===== src/rtl/fetch_unit.sv =====
// fetch_unit: instruction-fetch stage.
//
// Owns the PC and drives a synchronous-read instruction memory that returns
// data one cycle after the read strobe. Supports sequential fetch, PC-relative
// branch redirects, absolute jump redirects, a level halt request and a
// decode-side stall. A one-entry skid buffer catches the in-flight word when
// decode stalls, so nothing issued is ever dropped or repeated.
//
// Ports:
//   clk          rising-edge clock
//   reset        synchronous, active-low reset
//   imem_addr    fetch address (the PC register; RESET_VEC while in reset)
//   imem_en      read strobe; data appears on imem_rdata the next cycle
//   imem_rdata   memory read data
//   instr        instruction to decode (0 when instr_valid=0)
//   instr_pc     address of instr
//   instr_valid  instr/instr_pc valid
//   dec_ready    decode accepts instr this cycle
//   br_taken     branch redirect request
//   br_pc        PC of the branch instruction
//   br_off       signed branch offset
//   jmp          jump redirect request (wins over br_taken)
//   jmp_target   absolute jump target
//   halt_req     level request to stop issuing fetches
//   halted       high while the FSM is in HALT
//
// Handshake: an instruction transfers to decode in every cycle where
// instr_valid && dec_ready are both high. While instr_valid is high and
// dec_ready is low, instr and instr_pc hold steady until accepted, unless a
// redirect or reset discards them.

module fetch_unit #(
    parameter int                 ADDR_W    = 16,
    parameter int                 INSTR_W   = 16,
    parameter int                 OFF_W     = 8,
    parameter int                 PC_STEP   = 2,
    parameter logic [ADDR_W-1:0]  RESET_VEC = '0
) (
    input  logic               clk,
    input  logic               reset,
    output logic [ADDR_W-1:0]  imem_addr,
    output logic               imem_en,
    input  logic [INSTR_W-1:0] imem_rdata,
    output logic [INSTR_W-1:0] instr,
    output logic [ADDR_W-1:0]  instr_pc,
    output logic               instr_valid,
    input  logic               dec_ready,
    input  logic               br_taken,
    input  logic [ADDR_W-1:0]  br_pc,
    input  logic [OFF_W-1:0]   br_off,
    input  logic               jmp,
    input  logic [ADDR_W-1:0]  jmp_target,
    input  logic               halt_req,
    output logic               halted
);

    localparam logic [ADDR_W-1:0] STEP = ADDR_W'(PC_STEP);

    typedef enum logic {
        RUN  = 1'b0,
        HALT = 1'b1
    } state_t;

    state_t               state;
    logic [ADDR_W-1:0]    pc;
    logic                 inflight_valid;
    logic [ADDR_W-1:0]    inflight_pc;
    logic                 skid_valid;
    logic [ADDR_W-1:0]    skid_pc;
    logic [INSTR_W-1:0]   skid_instr;

    logic                 redirect;
    logic                 issue;
    logic                 stall_capture;
    logic [ADDR_W-1:0]    br_off_ext;
    logic [ADDR_W-1:0]    target;
    logic                 out_valid;

    always_comb begin
        br_off_ext    = {{(ADDR_W-OFF_W){br_off[OFF_W-1]}}, br_off};
        redirect      = jmp | br_taken;
        target        = jmp ? jmp_target : (br_pc + STEP + br_off_ext);
        // A new fetch is only safe when its data has somewhere to land next
        // cycle: skid empty and the current in-flight word not stalled.
        issue         = reset && (state == RUN) && !halt_req && !redirect &&
                        !skid_valid && !(inflight_valid && !dec_ready);
        stall_capture = inflight_valid && !skid_valid && !dec_ready;
        out_valid     = skid_valid || inflight_valid;
    end

    always_comb begin
        imem_en     = issue;
        imem_addr   = reset ? pc : RESET_VEC;
        instr_valid = reset && out_valid && !redirect;
        halted      = reset && (state == HALT);
        instr       = '0;
        instr_pc    = '0;
        if (instr_valid) begin
            if (skid_valid) begin
                instr    = skid_instr;
                instr_pc = skid_pc;
            end else begin
                instr    = imem_rdata;
                instr_pc = inflight_pc;
            end
        end
    end

    always_ff @(posedge clk) begin
        if (!reset) begin
            pc             <= RESET_VEC;
            state          <= RUN;
            inflight_valid <= 1'b0;
            inflight_pc    <= RESET_VEC;
            skid_valid     <= 1'b0;
            skid_pc        <= '0;
            skid_instr     <= '0;
        end else begin
            case (state)
                RUN:     if (halt_req)  state <= HALT;
                HALT:    if (!halt_req) state <= RUN;
                default: state <= RUN;
            endcase

            if (redirect) begin
                // Everything fetched down the old path is discarded.
                pc             <= target;
                inflight_valid <= 1'b0;
                skid_valid     <= 1'b0;
            end else begin
                inflight_valid <= issue;
                if (issue) begin
                    pc          <= pc + STEP;
                    inflight_pc <= pc;
                end
                if (stall_capture) begin
                    skid_valid <= 1'b1;
                    skid_pc    <= inflight_pc;
                    skid_instr <= imem_rdata;
                end else if (skid_valid && dec_ready) begin
                    skid_valid <= 1'b0;
                end
            end
        end
    end

endmodule


===== config.mk =====
export PLATFORM = sky130hd
export DESIGN_NAME = fetch_unit
export DESIGN_NICKNAME = d
export VERILOG_FILES = /design/src/rtl/fetch_unit.sv
export SDC_FILE = /design/constraint.sdc
export NUM_CORES = 1
export LEC_CHECK = 0
export CAP_MARGIN = 15
export CORE_MARGIN = 4
export CORE_UTILIZATION = 50
export CTS_CLUSTER_SIZE = 24
export DETAILED_ROUTE_END_ITERATION = 7
export HOLD_SLACK_MARGIN = 0.1
export PLACE_DENSITY_LB_ADDON = 0.1
export REMOVE_ABC_BUFFERS = 1
export SETUP_SLACK_MARGIN = 0.5
export SYNTH_ARGS = -nofsm -noshare
export SYNTH_HDL_FRONTEND = slang
export SYNTH_SLANG_ARGS = --single-unit

===== constraint.sdc =====
create_clock -name clk -period 3 [get_ports clk]
set_input_delay 0.6 -clock clk [delete_from_list [all_inputs] [get_ports clk]]
set_output_delay 0.6 -clock clk [all_outputs]
set_load 0.05 [all_outputs]

; Word-level counts from Yosys, hierarchy flattened
; Cells that the tools add are included.
; W data, S select, Z words.
[word_totals]
wordCells = 48
output_inout_bits = 51
reg_bits = 67
in_bits = 62
[classes]
bitwise_logic = 4
n_reduce_logical = 23
mux = 11
addsub = 3
[op_table]
columns = operator, n
row1 = $mux W16, 8
row2 = $add A16 B2 Y16 const B, 2
row3 = $add A16 B16 Y16, 1
row4 = $logic_and A1 B1 Y1, 12
row5 = $logic_not A1 Y1, 5
row6 = $reduce_and A2 Y1, 2
row7 = $reduce_bool A2 Y1, 2
row8 = $mux W1, 3
row9 = $not A1 Y1, 3
row10 = $reduce_or A2 Y1, 1
row11 = $logic_or A1 B1 Y1, 1
row12 = $or A1 B1 Y1, 1

; Longest topological paths before layout
; Gate-level depths: netlist of run 1.
[depth]
ltp_word = 8
depth_mapped = 12
ltp_nobuf = 12

; Least setup slack after synthesis of run 1
; No wires, ideal clock.
[synth_timing]
path_type = in2out
startpoint = in br_taken
endpoint = out instr[0]
cell_stages = 5
setup_slack_ps = 223
arrival_time_ps = 2177
cell_sequence = nor2_1 clkbuf_1 o211ai_1 clkbuf_1 nor2_1
[synth_via]
elab_chain_len = 4
[synth_lines]
columns = item, line
row1 = "start, declared", 48  ; input logic br_taken,
row2 = $or A1 B1 Y1, 81  ; redirect = jmp | br_taken;
row3 = $logic_not A1 Y1, 94  ; instr_valid = reset && out_valid && !redirect;
row4 = $logic_and A1 B1 Y1, 94
row5 = $mux W16, 98  ; if (instr_valid) begin
row6 = "end, declared", 44  ; output logic [INSTR_W-1:0] instr,
; Every way passes these cells.

; Worst setup path in the final report of run 1
[layout_timing]
startpoint = in br_pc[3]
endpoint = reg pc[13]
[layout_via]
elab_chain_len = 4
[layout_lines]
columns = item, line
row1 = "start, declared", 49  ; input logic [ADDR_W-1:0] br_pc,
row2 = $add A16 B2 Y16, 82  ; target = jmp ? jmp_target : (br_pc + STEP + br_off_ext);
row3 = $add A16 B16 Y16, 82
row4 = $mux W16, 82
row5 = $mux W16, 125  ; if (redirect) begin
row6 = "end signal, assigned", 127  ; pc <= target;
row7 = "end signal, assigned", 133  ; pc <= pc + STEP;
row8 = "end, declared", 65  ; logic [ADDR_W-1:0] pc;
; Every way passes these cells.
; A chain may end at the register's enable or synchronous reset.

==> summary by stage, run 1 <==
Run status
The flow ran to the end, and the final reports show no timing, DRC or antenna violations.

Clocking
After clock tree synthesis, the flow added hold-fix buffers numbering 0. The TritonCTS clock tree is built. The clock passes through at most 2 buffers. CTS built an H-tree with a depth of 3. The number of sinks on the clock net is 67.

The register clock-pin slew on the reported worst setup and hold paths is 0.07 ns. The clock latency of the later-clocked register in the worst-skew pair is 0.34 ns. In this run the clock root is driven by a clkbuf_8.

TritonCTS created 9 clock buffers.

Timing
For the pin with the worst max-slew slack, the measured transition is 0.5067 ns. The final setup TNS is 0 ns. Setup violations remaining at the end of the flow were counted as 0. The relative max-transition margin is 0.6635. The number of pins with negative max-slew slack in the final report is 0. In the post-route analysis, the smallest setup slack over all paths is 0.4620 ns. On the final layout, the worst clock skew is 0.006549 ns. The tightest hold margin is 0.4581 ns. Based on the critical path, the design can be clocked at up to 394.0 MHz. The number of hold violations in the final report was 0. Setup repair after global routing could not meet its margin everywhere. For the finished layout, the period the worst path requires is 2.538 ns. The ratio of final minimum period to clock period is 0.8460.

Power and ir drop
Dividing total power by cell area gives a power density of 342.7 nW/um^2. The leakage power figure is 2.534 nW. The total power of the final layout is 2.324 mW. The peak supply drop is 0.1981 mV.

Drt
Using the TritonRoute via totals, the vias-per-cell ratio works out to 5.534. The count of nets left with antenna violations after detail routing is 0. The via count is 4,521.

The wire length reported by the detailed router is 12.83 mm. For this block, the initial DRC count from the detailed router was 207. Dividing the detail-routed wire length by the instance count gives 15.70 um. After detailed routing, the number of remaining DRC violations is 0. The first TritonRoute pass finished after 4 iterations.

Die
In this run the horizontal extent of the chip is 101.9 um. 113 I/O pins were placed. The floorplan step set the die height to 101.9 um.

The area of the core region is 8636 sq um. The number of placement rows is 34. The area of the die is 10,390 sq um. For this configuration, the core starts out at a cell density of 0.5107.

Critical path
The category of the critical setup timing path is in -> reg. At the worst endpoint, the required time is 3.23 ns. Data arrives at the worst endpoint at 2.77 ns.

The startpoint kind of the worst setup timing path is an input port. Along the worst path, the maximum fanout reaches 4. STA classifies the critical path endpoint as a flop.

Global routing
The first global-routing pass estimated 19.69 mm of wire. The via count of the first global-routing pass is 4,226. The number of antenna violations at the first check in global routing is 0.

Entering global routing, the biggest net connects 34 pins. The total congestion overflow is 0. The global router's overall resource usage is 0.2378.

Cells and area
The layout-stage area growth over the synthesis result is 53.79%. The share of post-route cells with drive strength above 1 is 0.2595. The number of antenna diodes in the final layout is 0. The final design utilization is 0.7854.

The count of cells in the finished layout, fillers not included, comes to 817. The area of all placed cells without fillers is 6783 sq um. The final net count is 797.

Logic synthesis
The number of library cell types mapped by synthesis is 53. Synthesis produced a netlist whose cell count is 572. The sequential-to-total area share from yosys stat is 0.3041. The synthesized area per cell is 7.711 sq um. During synthesis, Yosys emitted a total of 0 warnings. For this run, the leading register cell type out of synthesis is dfxtp_1. The share of flip-flops with an asynchronous set or reset after synthesis is 0. The post-synthesis instance area is 4410 sq um. The count of flip-flops with a built-in enable after synthesis is 0. The count of state elements after synthesis is 67.

Placed design
The setup slack after placement is -0.3075 ns. The final weighted congestion in routability-driven placement is 0.8905. The number of I/O port buffers is 112.

The placed instance area is 6087 sq um. Summed over all nets, the half-perimeter wirelength after detailed placement is 8.380 mm. The number of instances in the placed design is 790.

Worst hold path
The path category of the worst min-delay check is reg -> reg.

Run
Max-cap violations in this run came to 0.
==> cell families (layout without fill, tap and decap cells) <==
family,after synthesis,after routing,share of synthesized area
compound gates,136,136,0.2125
xor+xnor,17,17,0.03376
fa+ha+maj,31,31,0.08965
buf+inv,49,186,0.04652
flops,67,67,0.3041
mux,35,35,0.07943
simple gates,237,237,0.2340
==> where the power goes <==
group,total (mW),internal (mW),switching [mW]
combinational,0.700,0.348,0.352
clock,0.672,0.320,0.352
sequential,0.952,0.915,0.0367
==> placed cells by master (no fill, tap or decap), types with 10 or more instances in the layout <==
master,Yosys,layout
clkdlybuf4s50_1,0,44
nor2_2,0,27
clkbuf_8,0,10
ha_4,0,16
buf_12,0,34
o21ai_0,23,18
a21oi_1,17,16
dfxtp_1,67,66
buf_4,0,49
mux2i_1,35,35
xnor2_1,16,16
ha_1,30,13
nor2_1,54,19
and2_1,20,20
nand2_1,122,121
a21boi_0,44,44
dlygate4sd2_1,0,17
==> registers in the layout, summed over array words and instances (netlist names) <==
register        cells
inflight_pc        16
skid_pc            16
pc                 16
skid_valid          1
skid_instr         16
inflight_valid      1
state               1
==> area by class of cell <==
| cell class | instances | area [sq um] |
|---|---|---|
| Sequential cell | 67 | 1343 |
| Timing Repair Buffer | 155 | 1779 |
| Multi-Input combinational cell | 456 | 3288 |
| Clock inverter | 6 | 41.29 |
| Clock buffer | 10 | 137.6 |
| Tap cell | 108 | 135.1 |
| Inverter | 15 | 58.81 |
| Fill cell | 604 | 1853 |
==> path summary, 6_finish.rpt <==
path	start	end	slack, ns	cells past startpoint
worst max register to register	pc[2]	pc[13]	1.04	7
worst min-delay path	skid_instr[9]	skid_instr[9]	0.46	2
worst min register to register	skid_instr[9]	skid_instr[9]	0.46	2
worst max-delay path	br_pc[3]	pc[13]	0.46	10
==> routing by layer <==
| metal | routed length, um | GRT usage | vias to the layer above |
|---|---|---|---|
| met1 | 5205 | 0.2826 | 2110 |
| li1 | - | - | 2244 |
| met3 | 709 | 0.03959 | 23 |
| met5 | 0 | 0 | - |
| met2 | 6628 | 0.4316 | 144 |
| met4 | 282 | 0.08375 | 0 |
==> worst max-delay path: stages <==
cell and delay (ns):
clkdlybuf4s50_1 0.40, ha_1 0.34, ha_4 0.29, buf_4 0.12, nand2b_4 0.06, a211oi_4 0.25, a21o_1 0.24, o311a_1 0.23
o32a_1 0.16, o21ai_1 0.07
==> cell usage after synthesis, drive strengths merged, types with 8 or more instances <==
cell / count / area share
mux2i: 35 / 0.079
o21ai: 24 / 0.027
a21boi: 49 / 0.083
clkbuf: 26 / 0.022
buf: 8 / 0.012
inv: 15 / 0.013
ha: 30 / 0.085
nor2: 54 / 0.046
and2: 20 / 0.028
a21oi: 17 / 0.019
dfxtp: 67 / 0.30
xnor2: 16 / 0.032
nand2: 123 / 0.11
nor3: 10 / 0.011
==> repair_timing <==
item | 4_1_cts | 5_1_grt
gates resized for setup | 52 | 70
pin swaps | 27 | 13
setup buffers | 6 | 3
setup endpoints to repair | 50 | 43
gates cloned | 2 | 0
(Power assumes the default switching activity.)
==> run 2, diff against run 1 <==
==> constraint.sdc (replaced) <==
create_clock -name clk -period 2.5 [get_ports clk]
set_input_delay 0.5 -clock clk [delete_from_list [all_inputs] [get_ports clk]]
set_output_delay 0.5 -clock clk [all_outputs]
set_load 0.05 [all_outputs]
==> summary by stage, run 2 (synthesized netlist as in run 1, its figures left out) <==
Run status
The flow ran to the end, and the final reports show no timing, DRC or antenna violations.

Cells and area
The antenna diode count is 0. The most common cell after layout, fill and taps aside is nand2_1. The share of post-route cells with drive strength above 1 is 0.4142. Once layout is complete, the utilization of the core stands at 0.9609. Once layout is complete, the cells apart from fillers number 866. Summing all non-filler instances in the final layout gives an area of 8298 sq um. The final net count is 846. The library cells used most frequently in the layout, excluding fill and tap cells, are 119 x nand2_1, 65 x dfxtp_1, 62 x buf_12. The layout-stage area growth over the synthesis result is 88.14%.

Die
The floorplan step defined a die boundary enclosing 10,390 sq um. The number of placement rows is 34. The floorplan die width is 101.9 um. The die outline height is 101.9 um. The initial core utilization is 0.5107. For this design the top-level I/O count stands at 113. After floorplanning, the core was sized to cover 8636 sq um.

Timing
For the final database, setup skew stands at 0.01101 ns. The post-layout minimum cycle time is 2.380 ns. The number of hold violations in the final report is 0. The number of pins with negative max-slew slack in the final report is 0.

Setup violations remaining at the end of the flow were counted as 0. The ratio of final minimum period to clock period is 0.9519. Setup repair after global routing could not meet its margin everywhere. The worst pin sits at a relative slew slack of 0.6666. Static timing analysis puts the maximum clock frequency at 420.2 MHz.

At the pin with the least slew margin, the transition time is 0.4963 ns.

Run
The number of max-cap violations is 0.

Worst hold path
The worst hold path terminates at skid_valid. In this run the worst hold path is classified as in -> reg. The worst hold path was traced through 2 stages.

The startpoint identified for the worst hold timing path is dec_ready.

Clocking
For this design, the sink count on the clock tree is 67. TritonCTS built the clock tree. The clock tree root driver cell is clkbuf_8.

The TritonCTS buffer count is 9. The deepest clock path buffer count is 2. For the worst-skew pair, the clock arrives at the later sink with an insertion delay of 0.38 ns. The number of hold buffers added after CTS was 0. The H-tree was split into 3 levels.

The register clock-pin slew on the reported worst setup and hold paths is 0.08 ns.

Critical path
For flop-to-flop paths, the worst setup slack is 0.22 ns. The worst setup path is captured at a flop. STA puts the critical path data required time at 2.75 ns. The worst register-to-register path begins at pc[2].

The maximum fanout along the worst path is 2. STA puts the critical path data arrival time at 2.63 ns. The path depth of the worst reg2reg path is 7. The end of the worst register-to-register path is pc[11]. The critical path is of the in -> reg type. The worst setup path is launched from an input port.

Power and ir drop
Of the total power, the clock network draws 0.317. The peak supply drop is 0.2739 mV. The power density over the cells is 415.8 nW/um^2. The part of the total power dissipated in combinational logic is 0.347. The internal portion of total power is 2.273 mW. Of the total power, the share spent switching nets is 0.3413. The switching power summed over all nets is 1.177 mW.

After layout, the design draws a total of 3.450 mW. The fraction of power consumed by sequential logic is 0.336. In this run the static leakage power is 2.972 nW.

Global routing
The via count of the first global-routing pass is 5,445. After global routing, the most crowded layer is met2. In the global route stage, met3 resource usage came out at 0.04983. Global routing finished with a remaining overflow of 0.

The global routing met2 resource utilization is 0.6469. For met1 alone, demand over resource in global routing was 0.3928. The number of antenna violations at the first check in global routing was 0. The global router's overall resource usage is 0.3482. The first-pass GRT wire length is 28.30 mm. The maximum number of pins on one net before global-route repair is 54.

Drt
In the final routed layout, each cell accounts on average for 27.77 um. The number of vias per cell is 6.843. The final layout contains routed wiring with a total length of 24.05 mm. Detailed routing inserted a total of 5,926 vias. The final routed DRC violation total is 0. The first-pass detailed-route iteration total is 7. The count of nets left with antenna violations after detail routing is 0. The detailed router finished its first iteration with 952 violations.

Placed design
The number of I/O port buffers is 112. Detailed placement finished with a half-perimeter wire length of 8.785 mm. The number of placed instances, taps included, is 807. The final weighted congestion in routability-driven placement is 0.8722. The placed instances occupy a cell area of 6435 sq um.
## run 2: cell count changes in the layout (fill, tap and decap cells not counted), moves of 8 or more
| cell | delta |
|---|---|
| buf_4 | +12 |
| buf_12 | +28 |
| ha_4 | +8 |
| buf_6 | +16 |
| mux2i_4 | +22 |
| dlygate4sd2_1 | -9 |
| clkdlybuf4s50_1 | -10 |
| nor2_2 | -25 |
| ha_1 | -9 |
| nor2_4 | +27 |
| mux2i_1 | -29 |
## run 2: power groups by stage
stage / combinational (mW) / clock (mW) / sequential (mW)
2_1_floorplan: 0.404 / 0 / 1.15
3_3_place_gp: 0.763 / 0 / 1.16
3_5_place_dp: 0.783 / 0 / 1.17
4_1_cts: 0.975 / 1.03 / 1.14
5_1_grt: 1.24 / 1.11 / 1.16
6_report: 1.20 / 1.09 / 1.16
## run 2: worst max-delay path by stage
| stage | startpoint | endpoint | slack (ns) | cells after the start |
|---|---|---|---|---|
| global placement | br_pc[1] | pc[13] | -0.65 | 13 |
| detailed placement | br_pc[1] | pc[13] | -0.72 | 13 |
| finish | br_off[1] | pc[5] | 0.12 | 15 |
| floorplan | skid_valid | instr[0] | -1.26 | 2 |
| global route | br_off[1] | pc[5] | 0.05 | 15 |
| CTS | br_off[1] | pc[13] | 0.26 | 13 |
## run 2: metal layers
metal | share of wire | wire (um)
met1 | 0.33 | 7954
met2 | 0.47 | 11400
met3 | 0.11 | 2582
met4 | 0.088 | 2111
met5 | 0 | 0
## run 2: worst max-delay path, cell delays in order
cell and delay, ns:
buf_6 0.10, inv_4 0.05, ha_4 0.19, inv_4 0.06, ha_4 0.14, inv_2 0.04, fa_2 0.33, nand2b_4 0.17
buf_4 0.15, buf_6 0.12, a21oi_2 0.16, xnor2_1 0.15, a211oi_1 0.11, a21oi_1 0.25, a21oi_1 0.12
## run 2: stage by stage
step / TNS (ns) / setup slack [ns] / hold WS (ns)
finish: 0 / 0.1201 / 0.4589
global route: 0 / 0.05124 / 0.4602
CTS: 0 / 0.2572 / 0.4587
detailed placement: -6.543 / -0.7229 / 0.4477
global placement: -5.332 / -0.6544 / 0.4400
floorplan: -57.33 / -1.255 / 0.4347
## run 2: what timing repair did
action	4_1_cts	5_1_grt
gates resized for setup	255	67
setup buffers	27	9
cloned	7	0
pin swaps	83	58
setup endpoints to repair	79	47
## run 2: layout make-up
type	count	area, sq um
clock inverters	6	88.84
flip-flops and latches	67	1346
fillers	175	337.8
clock buffers	10	137.6
well taps	108	135.1
repair buffers	204	2567
multi-input cells	456	3954
inverters	15	68.82
